**src/rtl/matrix_result_collector_if.sv**
```systemverilog
// -----------------------------------------------------------------------------
// matrix_result_collector_if
//
// Result-beat bus between the sequential matrix multiplier (master) and the
// result collector (slave). Each beat carries one partial sum for element
// (z_i, z_j). The bus uses a four-phase z_stb/z_ack handshake. The collector
// also returns the partial sum it currently holds for (z_i, z_j).
//
// Signals:
//   z_in             master -> slave  DATA_W  partial-sum bit pattern
//   z_i, z_j         master -> slave  m_len   element row / column
//   z_stb            master -> slave  1       beat valid
//   z_ack            slave  -> master 1       beat accepted (registered)
//   current_element  slave  -> master DATA_W  stored value at (z_i, z_j)
// -----------------------------------------------------------------------------
interface matrix_result_collector_if #(
   parameter int m      = 4,
   parameter int DATA_W = 32
);
   localparam int m_len = $clog2(m);

   logic [DATA_W-1:0] z_in;
   logic [m_len-1:0]  z_i;
   logic [m_len-1:0]  z_j;
   logic              z_stb;
   logic              z_ack;
   logic [DATA_W-1:0] current_element;

   modport master (
      output z_in, z_i, z_j, z_stb,
      input  z_ack, current_element
   );

   modport slave (
      input  z_in, z_i, z_j, z_stb,
      output z_ack, current_element
   );
endinterface

```
**src/rtl/matrix_result_collector.sv**
```systemverilog
// -----------------------------------------------------------------------------
// matrix_result_collector
//
// Stores the multiplier's result beats in an m x m register array. It returns
// the stored partial sum for the element being accumulated, and offers a
// registered random-access read port to the host. Element values are opaque
// bit patterns and are never interpreted arithmetically.
//
// Optional feature: define MATRIX_COLLECTOR_WR_COUNT_EN to build the
// accepted-beat counter. When the macro is undefined, wr_count is tied to 0.
//
// Ports:
//   clk           in   rising-edge clock
//   rst           in   asynchronous active-low reset
//   z_bus         slave modport of matrix_result_collector_if (result beats)
//   mult_done     in   one-cycle pulse: the multiplier has finished a run
//   clear         in   synchronous clear of array and status (level-sampled)
//   matrix_valid  out  results complete; high from the cycle after mult_done
//   rd_en         in   host read request
//   rd_i, rd_j    in   host read address
//   rd_data       out  read data, one cycle after rd_en
//   rd_valid      out  high in the cycle rd_data was updated
//   wr_count      out  accepted-beat count, saturating at m*m*m
// -----------------------------------------------------------------------------
module matrix_result_collector #(
   parameter  int m      = 4,
   parameter  int DATA_W = 32,
   localparam int m_len  = $clog2(m),
   localparam int CNT_W  = $clog2(m*m*m+1)
) (
   input  logic                  clk,
   input  logic                  rst,
   matrix_result_collector_if.slave z_bus,
   input  logic                  mult_done,
   input  logic                  clear,
   output logic                  matrix_valid,
   input  logic                  rd_en,
   input  logic [m_len-1:0]      rd_i,
   input  logic [m_len-1:0]      rd_j,
   output logic [DATA_W-1:0]     rd_data,
   output logic                  rd_valid,
   output logic [CNT_W-1:0]      wr_count
);

   typedef enum logic {S_IDLE, S_ACK} state_t;

   // The extra index bit lets the bound m itself be expressed when m is a
   // power of two.
   localparam logic [m_len:0] IDX_LIM = (m_len+1)'(m);

   state_t            state, state_nxt;
   logic              z_ack_q, ack_nxt;
   logic              do_accept;   // beat taken this cycle (one per handshake)
   logic              do_clear;    // clear honoured (only in S_IDLE)
   logic              z_in_range, rd_in_range;
   logic [DATA_W-1:0] mem [m][m];

   // If m is not a power of two, the index fields can encode addresses
   // outside the array. Such beats are acknowledged but not stored.
   assign z_in_range  = ({1'b0, z_bus.z_i} < IDX_LIM) && ({1'b0, z_bus.z_j} < IDX_LIM);
   assign rd_in_range = ({1'b0, rd_i} < IDX_LIM) && ({1'b0, rd_j} < IDX_LIM);

   // ---------------- handshake FSM ----------------
   // NOTE: sequential state uses non-blocking (<=) so every flop samples
   // pre-edge values; blocking here would create order-dependent races.
   always_ff @(posedge clk or negedge rst) begin
      if (!rst) begin
         state   <= S_IDLE;
         z_ack_q <= 1'b0;
      end else begin
         state   <= state_nxt;
         z_ack_q <= ack_nxt;
      end
   end

   // NOTE: every output of this block gets a default first; a path that left
   // one unassigned would infer a latch.
   always_comb begin
      state_nxt = state;
      ack_nxt   = z_ack_q;
      do_accept = 1'b0;
      do_clear  = 1'b0;
      unique case (state)
         S_IDLE: begin
            if (clear) begin
               // clear wins; a simultaneous beat waits for the next cycle
               do_clear = 1'b1;
            end else if (z_bus.z_stb) begin
               do_accept = 1'b1;
               ack_nxt   = 1'b1;
               state_nxt = S_ACK;
            end
         end
         S_ACK: begin
            // Any clear waits here until the handshake closes.
            if (!z_bus.z_stb) begin
               ack_nxt   = 1'b0;
               state_nxt = S_IDLE;
            end
         end
         default: begin
            ack_nxt   = 1'b0;
            state_nxt = S_IDLE;
         end
      endcase
   end

   assign z_bus.z_ack = z_ack_q;

   // ---------------- result array ----------------
   // NOTE: this array is reset (and cleared) on purpose, because readers rely
   // on zeroed entries; storage arrays normally get no reset.
   always_ff @(posedge clk or negedge rst) begin
      if (!rst) begin
         for (int r = 0; r < m; r++)
            for (int c = 0; c < m; c++)
               mem[r][c] <= '0;
      end else if (do_clear) begin
         for (int r = 0; r < m; r++)
            for (int c = 0; c < m; c++)
               mem[r][c] <= '0;
      end else if (do_accept && z_in_range) begin
         mem[z_bus.z_i][z_bus.z_j] <= z_bus.z_in;
      end
   end

   assign z_bus.current_element = z_in_range ? mem[z_bus.z_i][z_bus.z_j] : '0;

   // ---------------- host read port ----------------
   // A read in the same cycle as a write to that address returns the old
   // value, because mem updates on the same edge.
   always_ff @(posedge clk or negedge rst) begin
      if (!rst) begin
         rd_data  <= '0;
         rd_valid <= 1'b0;
      end else begin
         rd_valid <= rd_en;
         if (rd_en)
            rd_data <= rd_in_range ? mem[rd_i][rd_j] : '0;
      end
   end

   // ---------------- status ----------------
   // Priority: clear, then done, then a new beat (which starts a new run).
   always_ff @(posedge clk or negedge rst) begin
      if (!rst)
         matrix_valid <= 1'b0;
      else if (do_clear)
         matrix_valid <= 1'b0;
      else if (mult_done)
         matrix_valid <= 1'b1;
      else if (do_accept)
         matrix_valid <= 1'b0;
   end

`ifdef MATRIX_COLLECTOR_WR_COUNT_EN
   localparam logic [CNT_W-1:0] CNT_MAX = CNT_W'(m*m*m);
   logic [CNT_W-1:0] wr_count_q;

   always_ff @(posedge clk or negedge rst) begin
      if (!rst)
         wr_count_q <= '0;
      else if (do_clear)
         wr_count_q <= '0;
      else if (do_accept && (wr_count_q != CNT_MAX))
         wr_count_q <= wr_count_q + 1'b1;
   end

   assign wr_count = wr_count_q;
`else
   assign wr_count = '0;
`endif

endmodule

```
**src/flat_wrapper.sv**
```systemverilog
// flat-port wrapper written by rule: the top's interface ports become plain ports
module matrix_result_collector_flat 
#(
   parameter  int m      = 4,
   parameter  int DATA_W = 32,
   localparam int m_len  = $clog2(m),
   localparam int CNT_W  = $clog2(m*m*m+1)
)
  (clk, rst, mult_done, clear, matrix_valid, rd_en, rd_i, rd_j, rd_data, rd_valid, wr_count, z_bus_z_in, z_bus_z_i, z_bus_z_j, z_bus_z_stb, z_bus_z_ack, z_bus_current_element);
  matrix_result_collector_if #(.m(m), .DATA_W(DATA_W)) z_bus_i ();
  input  logic clk;
  input  logic rst;
  input  logic mult_done;
  input  logic clear;
  output logic matrix_valid;
  input  logic rd_en;
  input  logic [m_len-1:0] rd_i;
  input  logic [m_len-1:0] rd_j;
  output logic [DATA_W-1:0] rd_data;
  output logic rd_valid;
  output logic [CNT_W-1:0] wr_count;
  input wire logic [$bits(z_bus_i.z_in)-1:0] z_bus_z_in;
  input wire logic [$bits(z_bus_i.z_i)-1:0] z_bus_z_i;
  input wire logic [$bits(z_bus_i.z_j)-1:0] z_bus_z_j;
  input wire logic [$bits(z_bus_i.z_stb)-1:0] z_bus_z_stb;
  output wire logic [$bits(z_bus_i.z_ack)-1:0] z_bus_z_ack;
  output wire logic [$bits(z_bus_i.current_element)-1:0] z_bus_current_element;
  assign z_bus_i.z_in = z_bus_z_in;
  assign z_bus_i.z_i = z_bus_z_i;
  assign z_bus_i.z_j = z_bus_z_j;
  assign z_bus_i.z_stb = z_bus_z_stb;
  assign z_bus_z_ack = z_bus_i.z_ack;
  assign z_bus_current_element = z_bus_i.current_element;
  matrix_result_collector #(.m(m), .DATA_W(DATA_W)) u_core (.clk(clk), .rst(rst), .z_bus(z_bus_i), .mult_done(mult_done), .clear(clear), .matrix_valid(matrix_valid), .rd_en(rd_en), .rd_i(rd_i), .rd_j(rd_j), .rd_data(rd_data), .rd_valid(rd_valid), .wr_count(wr_count));
endmodule
```
**config.mk**
```make
export PLATFORM = sky130hd
export DESIGN_NAME = matrix_result_collector_flat
export DESIGN_NICKNAME = d
export VERILOG_FILES = /design/src/rtl/matrix_result_collector_if.sv /design/src/rtl/matrix_result_collector.sv /design/src/flat_wrapper.sv
export SDC_FILE = /design/constraint.sdc
export NUM_CORES = 1
export LEC_CHECK = 0
export CORE_MARGIN = 2
export CORE_UTILIZATION = 50
export DETAILED_ROUTE_END_ITERATION = 10
export PLACE_DENSITY = 0.67
export SYNTH_ARGS = -nofsm -noshare
export SYNTH_HDL_FRONTEND = slang
export SYNTH_SLANG_ARGS = --single-unit
```
**constraint.sdc**
```tcl
create_clock -name clk -period 4.1 [get_ports clk]
set_input_delay 0.82 -clock clk [delete_from_list [all_inputs] [get_ports clk]]
set_output_delay 0.82 -clock clk [all_outputs]
set_load 0.05 [all_outputs]
```
==> results of run 1 <==
==> path summary, 6_finish.rpt <==
check | start | slack, ns | end
max reg2reg | u_core.state$_DFF_PN0_ | 1.50 | u_core.mem[485]$_DFFE_PN0P_
min reg2reg | u_core.matrix_valid$_DFFE_PN0P_ | 0.52 | u_core.matrix_valid$_DFFE_PN0P_
min | rst | 0.01 | u_core.mem[451]$_DFFE_PN0P_
max in group asynchronous | rst | 3.05 | u_core.mem[59]$_DFFE_PN0P_
min in group clk | u_core.matrix_valid$_DFFE_PN0P_ | 0.52 | u_core.matrix_valid$_DFFE_PN0P_
max | z_bus_z_i[0] | 0.40 | z_bus_current_element[13]
==> layout make-up <==
class / count / area [sq um] / area share
clock buffer: 86 / 1770 / 0.0492
inverter: 34 / 135 / 0.00376
timing repair buffer: 236 / 2390 / 0.0664
multi-input combinational: 1796 / 16500 / 0.459
antenna: 1 / 2.50 / 0.0000696
sequential: 548 / 13700 / 0.382
clock inverter: 24 / 363 / 0.0101
tap: 846 / 1060 / 0.0295
==> cells in the mapped netlist <==
cell type,n
buf_4,19
nor4b_1,1
clkinv_1,2
nand4_1,310
o21ai_0,1
o31ai_1,310
buf_2,70
buf_6,1
nand2_1,204
nor3_2,7
nand2b_1,4
nor2b_1,2
conb_1,1
a221oi_1,32
o22a_1,1
nor3_4,6
nand4bb_1,1
nor2_1,34
and4bb_2,1
a21oi_1,312
clkbuf_1,274
and2_1,3
mux2i_1,234
dfrtp_1,548
nor3_1,3
or4b_1,1
inv_1,32
mux4_2,288
buf_1,43
or2_2,2
o22ai_1,32
==> metal layers <==
layer	global-route usage	routed length (um)
met1	0.423	39000
met2	0.507	50100
met3	0.0690	11500
met4	0.171	5920
met5	0	13
==> power groups by stage <==
stage / Sequential (mW) / Combinational, mW / Clock [mW]
finish: 5.61 / 1.71 / 5.88
detailed placement: 5.70 / 1.68 / 0
floorplan: 5.80 / 0.889 / 0
global route: 5.62 / 1.79 / 6.12
CTS: 5.61 / 1.68 / 5.91
global placement: 5.70 / 1.65 / 0
==> worst max-delay path: cells and delay by family <==
kind,cells,cell delay [ns]
mux,2,1.05
buf+inv,3,0.94
==> metrics by stage <==
step	util	setup WS [ns]	hold WS [ns]	area, sq um
after floorplan	-	0.628	0.508	31900
after global placement	0.536	0.433	0.483	33800
after detailed placement	0.536	0.419	0.499	33800
after CTS	0.570	0.416	0.00656	35900
after global routing	0.570	0.337	0.0180	35900
final	0.570	0.400	0.0101	35900
==> state kept, by name, indices dropped and copies added, names as in the netlist <==
signal               count
u_core.mem             512
u_core.state             1
u_core.z_bus.z_ack       1
u_core.rd_data          32
u_core.rd_valid          1
u_core.matrix_valid      1
==> kinds of logic (layout without fill, tap and decap cells) <==
family	count (synthesis)	after routing	synth area share
compound gates	688	688	0.137
flops	548	548	0.430
buf+inv	441	380	0.0571
other cells	1	8	0.000118
simple gates	579	579	0.0981
mux	522	522	0.277
==> impl_results.md, run 1 <==
* Outcome: finished clean
* Worst VDD drop at 0.000345 V
* Post-detailed-route count of antenna-violating nets at 0
* Top-Level Pins at 120
* Worst-path clk slew at 0.06 ns
* Pwr per Cell Area at 367 mW/mm^2
* Num CTS Buffers at 60
* Die area at 0.0658 sq mm
* Yosys top cell area share at 0.430
* Most used cell, CP: mux4_2
* Post-Route Setup TNS at 0 ns
* Max Slew Vio Count at 0
* Final period util at 0.903
* Initial Utilization at 0.505
* Critical Path Start Type: input pin
* Crit path cell chain: buf_8 -> buf_12 -> mux4_2 -> mux4_2 -> buf_4
* Ys Warns at 0
* Worst slew margin at 0.168
* Synth cell types at 31
* RSZ-0062 raised after global routing: no
* Int Power at 9.50 mW
* Vias per inst at 7.50
* Clock power frac at 0.445
* Setup violators final at 0
* Wire length per cell at 29.9 um
* Synth-to-Final Area Change at 12.7%
* Clk_lat worst skew at 0.67 ns
* Post-Place Cells at 3,460
* Share of cells above drive strength 1 at 0.216
* Fin cells at 3,571
* Area contributors post-synth: dfrtp_1 43%, mux4_2 20%, mux2i_1 7.3%, o31ai_1 7.3%, nand4_1 6.1%
* Least-Margin Pin Slew at 1.25 ns
* R2r worst-path depth at 4
* Initial antenna violation count at 2
* Comb pwr share at 0.129
* Iteration-0 DRC Markers at 4,126
* Setup crit end kind: output pin
* # rows at 92
* Layout Nets at 2,722
* CTS resizes at 0
* Leakage at 13.8 nW
* Final hold vios at 0
* Final wirelength at 107 mm
* Mapped cell area at 0.0319 sq mm
* First-pass GRT wire length at 166 mm
* Number of global-route vias before repair at 27.0k
* HPWL after DPL at 62.0 mm
* Switching Fraction at 0.280
* Synthesized area per cell at 11.5 sq um
* Worst Clk Skew at 0.0309 ns
* Die Y at 256 um
* Maximum clock rate at 270 MHz
* Most frequent cells in the layout: 548 x dfrtp_1, 312 x a21oi_1, 310 x nand4_1, 310 x o31ai_1, 288 x mux4_2
* Net Switching at 3.69 mW
* Cts hold-fix bufs at 0
* Register area share after synthesis at 0.430
* Clock sinks at 548
* Most common cell after layout, fill and taps aside: dfrtp_1
* Core area at 0.0631 sq mm
* Number of detailed-route iterations in the first pass at 6
* Total power at 13.2 mW
* CTS tree: built
* Clk root buf: clkbuf_16
* GRT overflow at 0
* FF+latch count, synth at 548
* Syn Inst Count at 2,779
* CP Data Arrival Time at 2.88 ns
* Share of power burned in registers at 0.425
* WP data required at 3.28 ns
* Post-CTS Setup Repair Bufs at 0
* Tmin final at 3.70 ns
* HP Class: in -> async
* Placer Congestion at 0.909
* CTS max path bufs at 3
* Largest net degree at the start of global routing at 129
* PortBufs at 112
* # DRC at 0
* # H-tree levels at 2
* Vias at 26.8k
* Max stage delay cell, worst path: mux4_2
* GR Util All Layers at 0.323
* Max-Cap Viols at 0
* Setup CP Type: in -> out
* Number of fill cells at 5,133
* Worst path max stage delay at 0.56 ns
* Largest area contributor in the netlist: dfrtp_1
* Peak fanout along the critical path at 71
* DIE WIDTH at 256 um
Power figures use the tool's default switching activity.
==> run 2, diff against run 1 <==
--- a/config.mk
+++ b/config.mk
@@ -5,10 +5,11 @@
 export SDC_FILE = /design/constraint.sdc
 export NUM_CORES = 1
 export LEC_CHECK = 0
+export CORE_ASPECT_RATIO = 1.2
 export CORE_MARGIN = 2
 export CORE_UTILIZATION = 50
 export DETAILED_ROUTE_END_ITERATION = 10
-export PLACE_DENSITY = 0.67
+export PLACE_DENSITY = 0.7
 export SYNTH_ARGS = -nofsm -noshare
 export SYNTH_HDL_FRONTEND = slang
 export SYNTH_SLANG_ARGS = --single-unit
==> constraint.sdc (replaced) <==
create_clock -name clk -period 3 [get_ports clk]
set_input_delay 0.6 -clock clk [delete_from_list [all_inputs] [get_ports clk]]
set_output_delay 0.6 -clock clk [all_outputs]
set_load 0.05 [all_outputs]
==> run 2 against run 1 <==
Against the previous run: the flow now finishes with violations (hold timing); power rose by 36%; routed wire length is 1.9% higher; sequential share of layout area shrank 0.70 points; critical path type unchanged.
==> impl_results.md, run 2 (same netlist as run 1, synthesis figures left out) <==
* Final period util at 0.994
* Fin cells at 3,594
* GRT overflow at 0
* Design Area, Final at 0.0366 sq mm
* Worst slew margin at 0.129
* Hold Worst Slack at -0.00838 ns
* Placed Area at 0.0345 sq mm
* Final wirelength at 109 mm
* Post-Place Cells at 3,490
* Top-Level Pins at 120
* Final setup margin at 0.0188 ns
* Critical Path Start Type: input pin
* Peak fanout along the critical path at 36
* WP data required at 2.40 ns
* # rows at 101
* Initial antenna violation count at 1
* HPWL after DPL at 66.3 mm
* M1 GR Usage at 0.421
* Number of global-route vias before repair at 28.1k
* Worst Clk Skew at 0.0294 ns
* Met2 GRT Util at 0.533
* First-pass GRT wire length at 168 mm
* Max-Cap Viols at 0
* Setup CP Type: in -> out
* CTS max path bufs at 3
* RSZ-0062 raised after global routing: no
* # DRC at 0
* Number of fill cells at 4,971
* Multi-input logic area at 0.0165 sq mm
* Max reg flops at 512
* Largest registers: u_core.mem: 512 flops, u_core.rd_data: 32 flops
* HP Class: in -> async
* Die Y at 281 um
* Worst-path clk slew at 0.06 ns
* DIE WIDTH at 234 um
* Met3 global-route usage at 0.0654
* Global routing's busiest layer: met2
* Core area at 0.0632 sq mm
* Setup violators final at 0
* Most frequent cells in the layout: 548 x dfrtp_1, 312 x a21oi_1, 310 x nand4_1, 310 x o31ai_1, 288 x mux4_2
* PortBufs at 112
* Vias at 27.3k
* Pre-CTS setup slack at -0.0627 ns
* Clk_lat worst skew at 0.65 ns
* Maximum clock rate at 335 MHz
* Most common cell after layout, fill and taps aside: dfrtp_1
* Tmin final at 2.98 ns
* CTS tree: built
* Outcome: finished with violations
* Leakage at 14.1 nW
* Register bank with the most flops: u_core.mem
* Synth-to-Final Area Change at 14.8%
* Wire length per cell at 30.2 um
* Placer Congestion at 0.912
* CP Data Arrival Time at 2.38 ns
* Final hold vios at 6
* Number of detailed-route iterations in the first pass at 6
* Clk root buf: clkbuf_16
* Iteration-0 DRC Markers at 4,136
* Max Slew Vio Count at 0
* Setup crit end kind: output pin
* # H-tree levels at 2
* R2r setup slk at 0.58 ns
* Least-Margin Pin Slew at 1.30 ns
* Layout Nets at 2,770
* Initial Utilization at 0.504
* Cts hold-fix bufs at 0
* Reg area at 0.0137 sq mm
* Largest net degree at the start of global routing at 93
* Post-detailed-route count of antenna-violating nets at 0
* GR Util All Layers at 0.333
* Failing checks: hold timing
* Pwr per Cell Area at 489 mW/mm^2
* Worst VDD drop at 0.000430 V
* Die area at 0.0658 sq mm
* Num CTS Buffers at 56
* Antenna Cells at 0
* Clock sinks at 548
* Vias per inst at 7.59
* Share of cells above drive strength 1 at 0.229
-- run 2: cell type report --
| type | count | share of cell area |
|---|---|---|
| Inverter | 34 | 0.00369 |
| Sequential cell | 548 | 0.375 |
| Tap cell | 824 | 0.0282 |
| Multi-Input combinational cell | 1796 | 0.451 |
| Timing Repair Buffer | 288 | 0.0872 |
| Clock inverter | 27 | 0.0111 |
| Clock buffer | 77 | 0.0443 |
-- run 2: timing repair --
action / in CTS / in global routing
buffers inserted: 0 / 0
resized for setup: 3 / 2
endpoints found under the setup margin: 17 / 6
-- run 2: critical path, cell delays in order --
cell    delay [ns]
buf_8         0.37
buf_4         0.26
mux4_2        0.30
mux4_2        0.55
buf_4         0.23
-- run 2: final timing paths --
check | startpoint | to | depth (start not counted)
setup reg to reg | u_core.state$_DFF_PN0_ | u_core.mem[234]$_DFFE_PN0P_ | 3
hold / removal | rst | u_core.mem[489]$_DFFE_PN0P_ | 1
max in group asynchronous | rst | u_core.mem[133]$_DFFE_PN0P_ | 2
hold reg to reg | u_core.matrix_valid$_DFFE_PN0P_ | u_core.matrix_valid$_DFFE_PN0P_ | 1
setup / recovery | z_bus_z_i[1] | z_bus_current_element[19] | 5
min in group clk | rd_en | u_core.rd_valid$_DFF_PN0_ | 1
-- run 2: where the power goes --
group          switching, mW  total (mW)  internal [mW]  leakage [nW]
Combinational           1.69        2.45          0.763          5.55
Clock                   3.14        7.78           4.64         0.992
Sequential             0.138        7.67           7.53          7.57
Total                   4.97        17.9           12.9          14.1
-- run 2: metal layers --
metal | routed length [um] | share of wire
met2 | 52100 | 0.48
met3 | 11400 | 0.11
met4 | 7170 | 0.066
met1 | 37900 | 0.35
met5 | 16 | 0.00015
-- run 2: through the flow --
stage	total power, mW	setup TNS (ns)	utilization
floorplan	9.14	-0.451	-
global placement	10.1	-0.213	0.547
CTS	17.9	0	0.579
global route	18.4	0	0.579
finish	17.9	0	0.579
detailed placement	10.2	-0.457	0.547
